--- src/rtl/stage_4_mem.sv ---
// stage_4_mem: pipeline stage 4, word loads/stores over a req/gnt/rvalid bus, stalling stages 1-3
// Ports: clk (all state on negedge), reset (async, active-high);
//   from stage 3: alu_res, rs2_val, rd_idx, mem_load_enable, mem_store_enable, reg_write_enable,
//   jump_enable, jump_address;
//   data memory: mem_req, mem_we, mem_addr, mem_wdata out; mem_gnt, mem_rvalid, mem_rdata in;
//   stall_out (combinational) to stages 1-3;
//   to stage 5 / fetch: wb_data_out, wb_rd_idx_out, wb_reg_write_enable_out, jump_enable_out,
//   jump_address_out, mem_error_out (sticky).
module stage_4_mem #(
  parameter int unsigned WAIT_LIMIT = 255,
  parameter bit ALIGN_CHECK = 1'b1
) (
  input  logic        clk,
  input  logic        reset,
  input  logic [31:0] alu_res,
  input  logic [31:0] rs2_val,
  input  logic [4:0]  rd_idx,
  input  logic        mem_load_enable,
  input  logic        mem_store_enable,
  input  logic        reg_write_enable,
  input  logic        jump_enable,
  input  logic [31:0] jump_address,
  output logic        mem_req,
  output logic        mem_we,
  output logic [31:0] mem_addr,
  output logic [31:0] mem_wdata,
  input  logic        mem_gnt,
  input  logic        mem_rvalid,
  input  logic [31:0] mem_rdata,
  output logic        stall_out,
  output logic [31:0] wb_data_out,
  output logic [4:0]  wb_rd_idx_out,
  output logic        wb_reg_write_enable_out,
  output logic        jump_enable_out,
  output logic [31:0] jump_address_out,
  output logic        mem_error_out
);
  typedef enum logic [1:0] {IDLE, REQ, WAIT, DONE} state_t;
  state_t state_q, state_d;
  logic [31:0] addr_q, addr_d, wdata_q, wdata_d, rdata_q, rdata_d, cnt_q, cnt_d;
  logic [31:0] wb_data_q, wb_data_d, jaddr_q, jaddr_d;
  logic [4:0] rd_q, rd_d, wb_rd_q, wb_rd_d;
  logic we_q, we_d, rwe_q, rwe_d, abort_q, abort_d;
  logic wb_we_q, wb_we_d, jen_q, jen_d, err_q, err_d;
  logic memop, misal, tmo;
  assign memop = mem_load_enable | mem_store_enable;
  assign misal = ALIGN_CHECK && (alu_res[1:0] != 2'b00);
  // cnt_q holds the negedges already spent in REQ/WAIT, so the current one is number cnt_q+1
  assign tmo = (WAIT_LIMIT != 0) && (cnt_q + 32'd1 >= WAIT_LIMIT);
  always_comb begin
    state_d = state_q;
    addr_d = addr_q;
    wdata_d = wdata_q;
    rdata_d = rdata_q;
    cnt_d = cnt_q;
    wb_data_d = wb_data_q;
    jaddr_d = jaddr_q;
    rd_d = rd_q;
    wb_rd_d = wb_rd_q;
    we_d = we_q;
    rwe_d = rwe_q;
    abort_d = abort_q;
    wb_we_d = wb_we_q;
    jen_d = jen_q;
    err_d = err_q;
    case (state_q)
      IDLE: begin
        if (!memop) begin
          wb_data_d = alu_res;
          wb_rd_d = rd_idx;
          wb_we_d = reg_write_enable;
          jen_d = jump_enable;
          jaddr_d = jump_address;
        end else begin
          addr_d = alu_res;
          wdata_d = rs2_val;
          we_d = mem_store_enable;
          rd_d = rd_idx;
          rwe_d = reg_write_enable;
          cnt_d = '0;
          wb_we_d = 1'b0;
          jen_d = 1'b0;
          abort_d = misal;
          err_d = err_q | misal;
          state_d = misal ? DONE : REQ;
        end
      end
      REQ: begin
        wb_we_d = 1'b0;
        jen_d = 1'b0;
        cnt_d = cnt_q + 32'd1;
        // a load whose data arrives together with the grant skips WAIT
        if (mem_gnt && (we_q || mem_rvalid)) begin
          rdata_d = mem_rdata;
          state_d = DONE;
        end else if (mem_gnt) begin
          state_d = WAIT;
        end else if (tmo) begin
          abort_d = 1'b1;
          err_d = 1'b1;
          state_d = DONE;
        end
      end
      WAIT: begin
        wb_we_d = 1'b0;
        jen_d = 1'b0;
        cnt_d = cnt_q + 32'd1;
        if (mem_rvalid) begin
          rdata_d = mem_rdata;
          state_d = DONE;
        end else if (tmo) begin
          abort_d = 1'b1;
          err_d = 1'b1;
          state_d = DONE;
        end
      end
      DONE: begin
        wb_data_d = rdata_q;
        wb_rd_d = rd_q;
        wb_we_d = rwe_q & ~we_q & ~abort_q;
        jen_d = jump_enable & ~abort_q;
        jaddr_d = jump_address;
        abort_d = 1'b0;
        state_d = IDLE;
      end
    endcase
  end
  always_ff @(negedge clk or posedge reset) begin
    if (reset) begin
      state_q <= IDLE;
      addr_q <= '0;
      wdata_q <= '0;
      rdata_q <= '0;
      cnt_q <= '0;
      wb_data_q <= '0;
      jaddr_q <= '0;
      rd_q <= '0;
      wb_rd_q <= '0;
      we_q <= 1'b0;
      rwe_q <= 1'b0;
      abort_q <= 1'b0;
      wb_we_q <= 1'b0;
      jen_q <= 1'b0;
      err_q <= 1'b0;
    end else begin
      state_q <= state_d;
      addr_q <= addr_d;
      wdata_q <= wdata_d;
      rdata_q <= rdata_d;
      cnt_q <= cnt_d;
      wb_data_q <= wb_data_d;
      jaddr_q <= jaddr_d;
      rd_q <= rd_d;
      wb_rd_q <= wb_rd_d;
      we_q <= we_d;
      rwe_q <= rwe_d;
      abort_q <= abort_d;
      wb_we_q <= wb_we_d;
      jen_q <= jen_d;
      err_q <= err_d;
    end
  end
  assign mem_req = state_q == REQ;
  assign mem_we = we_q;
  assign mem_addr = addr_q;
  assign mem_wdata = wdata_q;
  // DONE releases the stall so stage 3 advances on the same negedge that retires the access
  assign stall_out = ~reset & ((state_q == REQ) | (state_q == WAIT) | ((state_q == IDLE) & memop));
  assign wb_data_out = wb_data_q;
  assign wb_rd_idx_out = wb_rd_q;
  assign wb_reg_write_enable_out = wb_we_q;
  assign jump_enable_out = jen_q;
  assign jump_address_out = jaddr_q;
  assign mem_error_out = err_q;
endmodule

--- config.mk ---
export PLATFORM = sky130hd
export DESIGN_NAME = stage_4_mem
export DESIGN_NICKNAME = d
export VERILOG_FILES = /design/src/rtl/stage_4_mem.sv
export SDC_FILE = /design/constraint.sdc
export NUM_CORES = 1
export LEC_CHECK = 0
export CORE_ASPECT_RATIO = 1.5
export CORE_MARGIN = 3
export CORE_UTILIZATION = 51
export CTS_CLUSTER_SIZE = 30
export DETAILED_ROUTE_END_ITERATION = 12
export PLACE_DENSITY = 0.85
export SETUP_SLACK_MARGIN = 0.15
export SLEW_MARGIN = 20
export SYNTH_ARGS = -nofsm -noshare
export SYNTH_HDL_FRONTEND = slang
export SYNTH_SLANG_ARGS = --single-unit
--- constraint.sdc ---
create_clock -name clk -period 12.3 [get_ports clk]
set_clock_uncertainty 0.2 [all_clocks]
set_input_delay 2.46 -clock clk [delete_from_list [all_inputs] [get_ports clk]]
set_output_delay 2.46 -clock clk [all_outputs]
set_load 0.03 [all_outputs]
==> impl_metrics.tcl, run 1 <==
set metrics [dict create \
    synth-seq-cells 210 \
    grt_start_max_net_pins 97 \
    required_ns 9.64 \
    core_area_um2 18170 \
    switchingPower_uw 1540 \
    internal_power_uw 2307 \
    antenna_found_initial 1 \
    setup_ws_ns 0.8573 \
    synthCells 795 \
    critPathKind "flop to primary output" \
    rows 60 \
    drtIter0Drc 532 \
    yosys_warnings 0 \
    max_stage_delay_ns 0.73 \
    synth_edf_count 0 \
    yosysMostFrequentCell "dfrtn_1" \
    layout.nets 1207 \
    yosysSeqAreaShare_pct 55.12 \
    cts_buffers 22 \
    wl_met2_mm 15.50 \
    wirelength_met1_mm 9.490 \
    ios 280 \
    place_hpwl_mm 19.96 \
    via_count 7436 \
    grtUsageTotal_pct 27.56 \
    pre_cts_ws_ns 1.241 \
    cp-start-kind "flop" \
    path_max_fanout 19 \
    cpMostUsedCell "inv_1" \
    place.gp.congestion 0.9175 \
    power_frac_comb_pct 50.5 \
    dr_wl_met3_mm 2.661 \
    yosys.area.top_type "dfrtn_1" \
    die_area_um2 20400 \
    p_leak_uw 0.005625 \
    cts_root_buffer "clkbuf_16" \
    grt_pass1_vias 8053 \
    avgViaCountPerCell 5.629 \
    postCtsHoldBufs 0 \
    drc 0 \
    drv_cap 0 \
    synthFlopType "dfrtn_1" \
    dr.max_layer_used "met4" \
    postSynthAreaPerCell_um2 11.99 \
    p_sw_share_pct 40.03 \
    htree_levels 1 \
    routedWlPerCell_um 21.57 \
    tns_ns 0 \
    cts_tree "built" \
    hold_path.class "flop to flop" \
    clk_pin_slew_ns 0.04 \
    seq_power_share_pct 31.4 \
    initial_core_util_pct 52.48 \
    async_flop_share_pct 100.0 \
    synth_nets 943 \
    synth_common_cells "dfrtn_1, mux2_2, nand2_1" \
    tightest_slew_ns 0.8874 \
    overflow 0 \
    numPortBuffers 279 \
    p_per_area_nw_per_um2 287.8 \
    clockPowerShare_pct 18.1 \
    ys_types 66 \
    status "finished clean" \
    hold_slack_ns 0.2291 \
    finalMaxSlewViolations 0 \
    grt_pass1_wl_mm 44.79 \
    final-setup-viol-count 0 \
    cts_resized 0 \
    cp_num_buf_inv 4 \
    hold_viol 0 \
    worstSetupEndpointType "primary output" \
    peakVddDrop_mv 0.2029 \
    ant_nets 0 \
    clock_latency_ns 0.51 \
    cts_num_sinks 210 \
    drive_gt1_share_pct 18.95 \
    slowest_stage "clkdlybuf4s50_1" \
    routed_wl_mm 28.50 \
    ys_top_cells_by_area "dfrtn_1, mux2_2, mux2i_1, o21ai_0, nand2_1" \
    post_cts_buffers 0 \
    crit_chain "inv_1 > ha_1 > buf_4 > inv_1 > a21oi_1 > clkdlybuf4s50_1" \
    synth_top_area_share_pct 55.12 \
    drt_first_pass_iters 4 \
    syn_to_final_growth_pct 40.21 \
    die_h_um 173.5 \
    cts_buffer_depth 3 \
    rsz0062_at_grt "no" \
    relSlewSlack_pct 40.29 \
    die_w_um 117.6 \
    path_delay_family "buffers and inverters" \
    worst_ep_arrival_time_ns 8.78 \
    syn-cell-area_um2 9534 \
]
registers in the layout (all words and copies together) (netlist names):
register / flops
abort_q: 1
cnt_q: 32
jump_address_out: 32
jump_enable_out: 1
mem_addr: 32
mem_error_out: 1
mem_wdata: 32
mem_we: 1
rd_q: 5
rdata_q: 32
rwe_q: 1
state_q: 2
wb_data_out: 32
wb_rd_idx_out: 5
wb_reg_write_enable_out: 1
metrics by stage:
stage	utilization (%)	cell area [um2]	std cells	power [uW]
2_1_floorplan	-	9538	795	2358
3_3_place_gp	69.37	12600	1283	3085
3_5_place_dp	69.37	12600	1283	3138
4_1_cts	73.55	13360	1319	3874
5_1_grt	73.57	13370	1320	4027
6_report	73.58	13370	1321	3848
placed cells by master, fill, tap and decap left out, types with 10 or more instances in the layout:
cell type,netlist,final
a21oi_1,16,15
nor2_1,24,24
dfrtn_1,210,210
nand3_1,15,15
clkbuf_16,0,23
nor3_1,22,22
clkdlybuf4s50_1,0,279
mux2_2,134,134
a22o_1,10,10
nand4_1,11,11
mux2i_1,43,43
o21ai_0,67,67
nand2_1,77,77
layer usage:
| metal | vias up | global-route usage, % |
|---|---|---|
| met5 | - | 0 |
| met4 | 0 | 8.460 |
| met3 | 50 | 10.22 |
| met2 | 260 | 51.24 |
| met1 | 3738 | 28.65 |
| li1 | 3388 | - |
power groups by stage:
| stage | combinational, uW | sequential (uW) | clock, uW |
|---|---|---|---|
| after floorplan | 738 | 1620 | 0 |
| after global placement | 1900 | 1190 | 0 |
| after detailed placement | 1930 | 1200 | 0 |
| after CTS | 1960 | 1210 | 710 |
| after global routing | 2050 | 1240 | 734 |
| final | 1940 | 1210 | 697 |
worst register-to-register path: cells and delay by family, from the launching register on:
| family | cells | cell delay [ns] |
|---|---|---|
| AND/OR/NAND/NOR | 5 | 1.89 |
| flip-flops | 1 | 0.57 |
| adder cells (fa/ha/maj) | 1 | 0.36 |
| AO/OA/AOI/OAI | 2 | 0.31 |
kinds of logic (layout without fill, tap and decap cells):
logic type               Yosys count  in the layout  synth area share, %
AO/OA/AOI/OAI                    135            135                8.819
XOR/XNOR                          10             10               0.9186
adder cells (fa/ha/maj)            7              7               0.9186
multiplexers                     177            177                20.34
other                              0              2                    0
buffers and inverters             61            337                2.585
AND/OR/NAND/NOR                  195            195                11.30
flip-flops                       210            210                55.12
cell type report:
cell class	count	area, um2
Clock buffer	29	648.1
Antenna cell	2	5.005
Fill cell	1213	4800
Multi-Input combinational cell	524	4075
Clock inverter	7	112.6
Tap cell	248	310.3
Inverter	10	41.29
Sequential cell	210	5255
Timing Repair Buffer	291	2920
final timing paths:
check | slack (ns) | cells after the start | start | endpoint
max reg2reg | 8.79 | 8 | cnt_q[0]$_DFFE_NP0P_ | abort_q$_DFFE_NP0P_
max | 0.86 | 6 | state_q[0]$_DFFE_NP0N_ | stall_out
min in group asynchronous | 8.34 | 2 | reset | mem_addr[1]$_DFFE_NP0P_
min reg2reg | 0.23 | 2 | wb_data_out[2]$_DFFE_NP0P_ | wb_data_out[2]$_DFFE_NP0P_
max in group asynchronous | 2.60 | 3 | reset | rwe_q$_DFFE_NP0P_
min | 0.23 | 2 | wb_data_out[2]$_DFFE_NP0P_ | wb_data_out[2]$_DFFE_NP0P_
Power figures use the tool's default switching activity.
==> run 2: changes to the inputs <==
CORE_UTILIZATION = 43   (was 51)
HOLD_SLACK_MARGIN = 0.15   (was not set)
PLACE_DENSITY = 0.77   (was 0.85)
clock period = 9.4 ns   (was 12.3 ns; I/O delays follow)
==> run 2 against run 1 <==
Register-to-register slack worse by 2.7 ns. Clock power is 32% higher. Sequential power is 29% higher. Sequential share of layout area is 0.23 points lower. Design area is 0.58% higher. Total power is 30% higher. Non-clock buffer count is 2 higher. Flip-flop and latch count stayed put. Die area is 18% higher.
==> impl_metrics.tcl, run 2 (same netlist as run 1, synthesis figures left out) <==
set metrics [dict create \
    via_count 7242 \
    diodes 0 \
    placed_cells 1309 \
    antenna_found_initial 0 \
    required_ns 7.32 \
    mostFrequentLayoutCells "clkdlybuf4s50_1, dfrtn_1, mux2_2" \
    cts_tree "built" \
    grt_pass1_vias 7634 \
    worstSetupEndpointType "primary output" \
    max_stage_delay_ns 0.75 \
    grt_pass1_wl_mm 41.35 \
    drive_gt1_share_pct 19.01 \
    seq_power_share_pct 31.1 \
    cts_buffer_depth 3 \
    switchingPower_uw 1958 \
    postCtsHoldBufs 0 \
    finalMaxSlewViolations 0 \
    place_hpwl_mm 18.70 \
    place.gp.congestion 0.8533 \
    grtUsageTotal_pct 21.46 \
    numPortBuffers 279 \
    clock_latency_ns 0.50 \
    tightest_slew_ns 0.7578 \
    die_area_um2 24030 \
    p_leak_uw 0.005662 \
    clockPowerShare_pct 18.4 \
    crit_chain "inv_1 > ha_1 > clkdlybuf4s50_1" \
    cts_buffers 21 \
    drc 0 \
    syn_to_final_growth_pct 41.02 \
    hold_viol 0 \
    cts_num_sinks 210 \
    relSlewSlack_pct 49.01 \
    ant_nets 0 \
    r2r_cells 8 \
    worstHoldPathCells 2 \
    rsz0062_at_grt "no" \
    cp_num_buf_inv 2 \
    status "finished clean" \
    path_delay_family "buffers and inverters" \
    htree_levels 1 \
    core_area_um2 21720 \
    routedWlPerCell_um 19.26 \
    ios 280 \
    layout.nets 1208 \
    cts_root_buffer "clkbuf_16" \
    worst_ep_arrival_time_ns 6.85 \
    initial_core_util_pct 43.90 \
    final_common_cell "clkdlybuf4s50_1" \
    rows 66 \
    drtIter0Drc 358 \
    internal_power_uw 3058 \
    cts_resized 0 \
    slowest_stage "clkdlybuf4s50_1" \
    power_frac_comb_pct 50.5 \
    critPathKind "flop to primary output" \
    cp.depth 3 \
    drv_cap 0 \
    routed_wl_mm 25.91 \
    p_per_area_nw_per_um2 373.0 \
    die_h_um 188.4 \
    grt_start_max_net_pins 76 \
    path_max_fanout 8 \
    p_sw_share_pct 39.03 \
    clk_pin_slew_ns 0.05 \
    avgViaCountPerCell 5.384 \
    overflow 0 \
    hold_path.class "flop to flop" \
    post_cts_buffers 0 \
    peakVddDrop_mv 0.2829 \
    cp-start-kind "flop" \
    drt_first_pass_iters 5 \
    tns_ns 0 \
    die_w_um 127.6 \
    stdcell_count 1345 \
    final-setup-viol-count 0 \
]
run 2: cell count changes in the layout (fill, tap and decap cells not counted):
cell	delta
buf_12	+3
bufinv_16	+2
clkbuf_16	-2
diode_2	-2
buf_4	-1
clkbuf_1	+1
clkbuf_8	-1
clkdlybuf4s50_1	-1
clkinv_2	+1
clkinvlp_4	-1
dlymetal6s2s_1	+1
run 2: tightest hold or removal path, stage by stage (launching register included):
cell and delay (ns):
dfrtn_1 0.40, nand2_1 0.04, o21ai_0 0.06
run 2: worst paths after layout:
check / startpoint / endpoint / slack [ns]
worst max-delay path: state_q[1]$_DFFE_NP0N_ / mem_req / 0.47
worst min-delay path: wb_rd_idx_out[0]$_DFFE_NP0P_ / wb_rd_idx_out[0]$_DFFE_NP0P_ / 0.22
max in group asynchronous: reset / wb_data_out[4]$_DFFE_NP0P_ / 1.91
min in group asynchronous: reset / cnt_q[30]$_DFFE_NP0P_ / 6.30
worst max register to register: cnt_q[0]$_DFFE_NP0P_ / abort_q$_DFFE_NP0P_ / 6.05
worst min register to register: wb_rd_idx_out[0]$_DFFE_NP0P_ / wb_rd_idx_out[0]$_DFFE_NP0P_ / 0.22
run 2: cell type report:
class,instances,area [um2]
Fill cell,1730,8273
Sequential cell,210,5255
Multi-Input combinational cell,524,4075
Timing Repair Buffer,293,2975
Clock buffer,27,588.1
Tap cell,272,340.3
Clock inverter,9,170.2
Inverter,10,41.29
run 2: stage by stage:
step / worst slack, ns / total power (uW) / hold slack, ns / util [%] / area, um2
floorplan: 0.02499 / 3086 / 0.2209 / - / 9538
global placement: 0.5820 / 4063 / 0.2217 / 58.41 / 12680
detailed placement: 0.4987 / 4118 / 0.2297 / 58.41 / 12680
CTS: 0.1641 / 5068 / 0.2294 / 61.90 / 13440
global route: 0.4100 / 5279 / 0.2524 / 61.91 / 13450
finish: 0.4728 / 5016 / 0.2239 / 61.91 / 13450
run 2: metal layers:
metal	GRT usage [%]	wire, um	up-vias
met5	0	0	-
met4	6.250	744	0
met3	6.580	2028	47
met2	38.26	13590	214
met1	24.66	9547	3593
li1	-	-	3388
run 2: power by group through the flow:
stage          Clock (uW)  Combinational (uW)  Sequential (uW)
6_report              922                2530             1560
5_1_grt               981                2690             1610
4_1_cts               947                2560             1560
3_5_place_dp            0                2550             1570
3_3_place_gp            0                2510             1550
2_1_floorplan           0                 965             2120
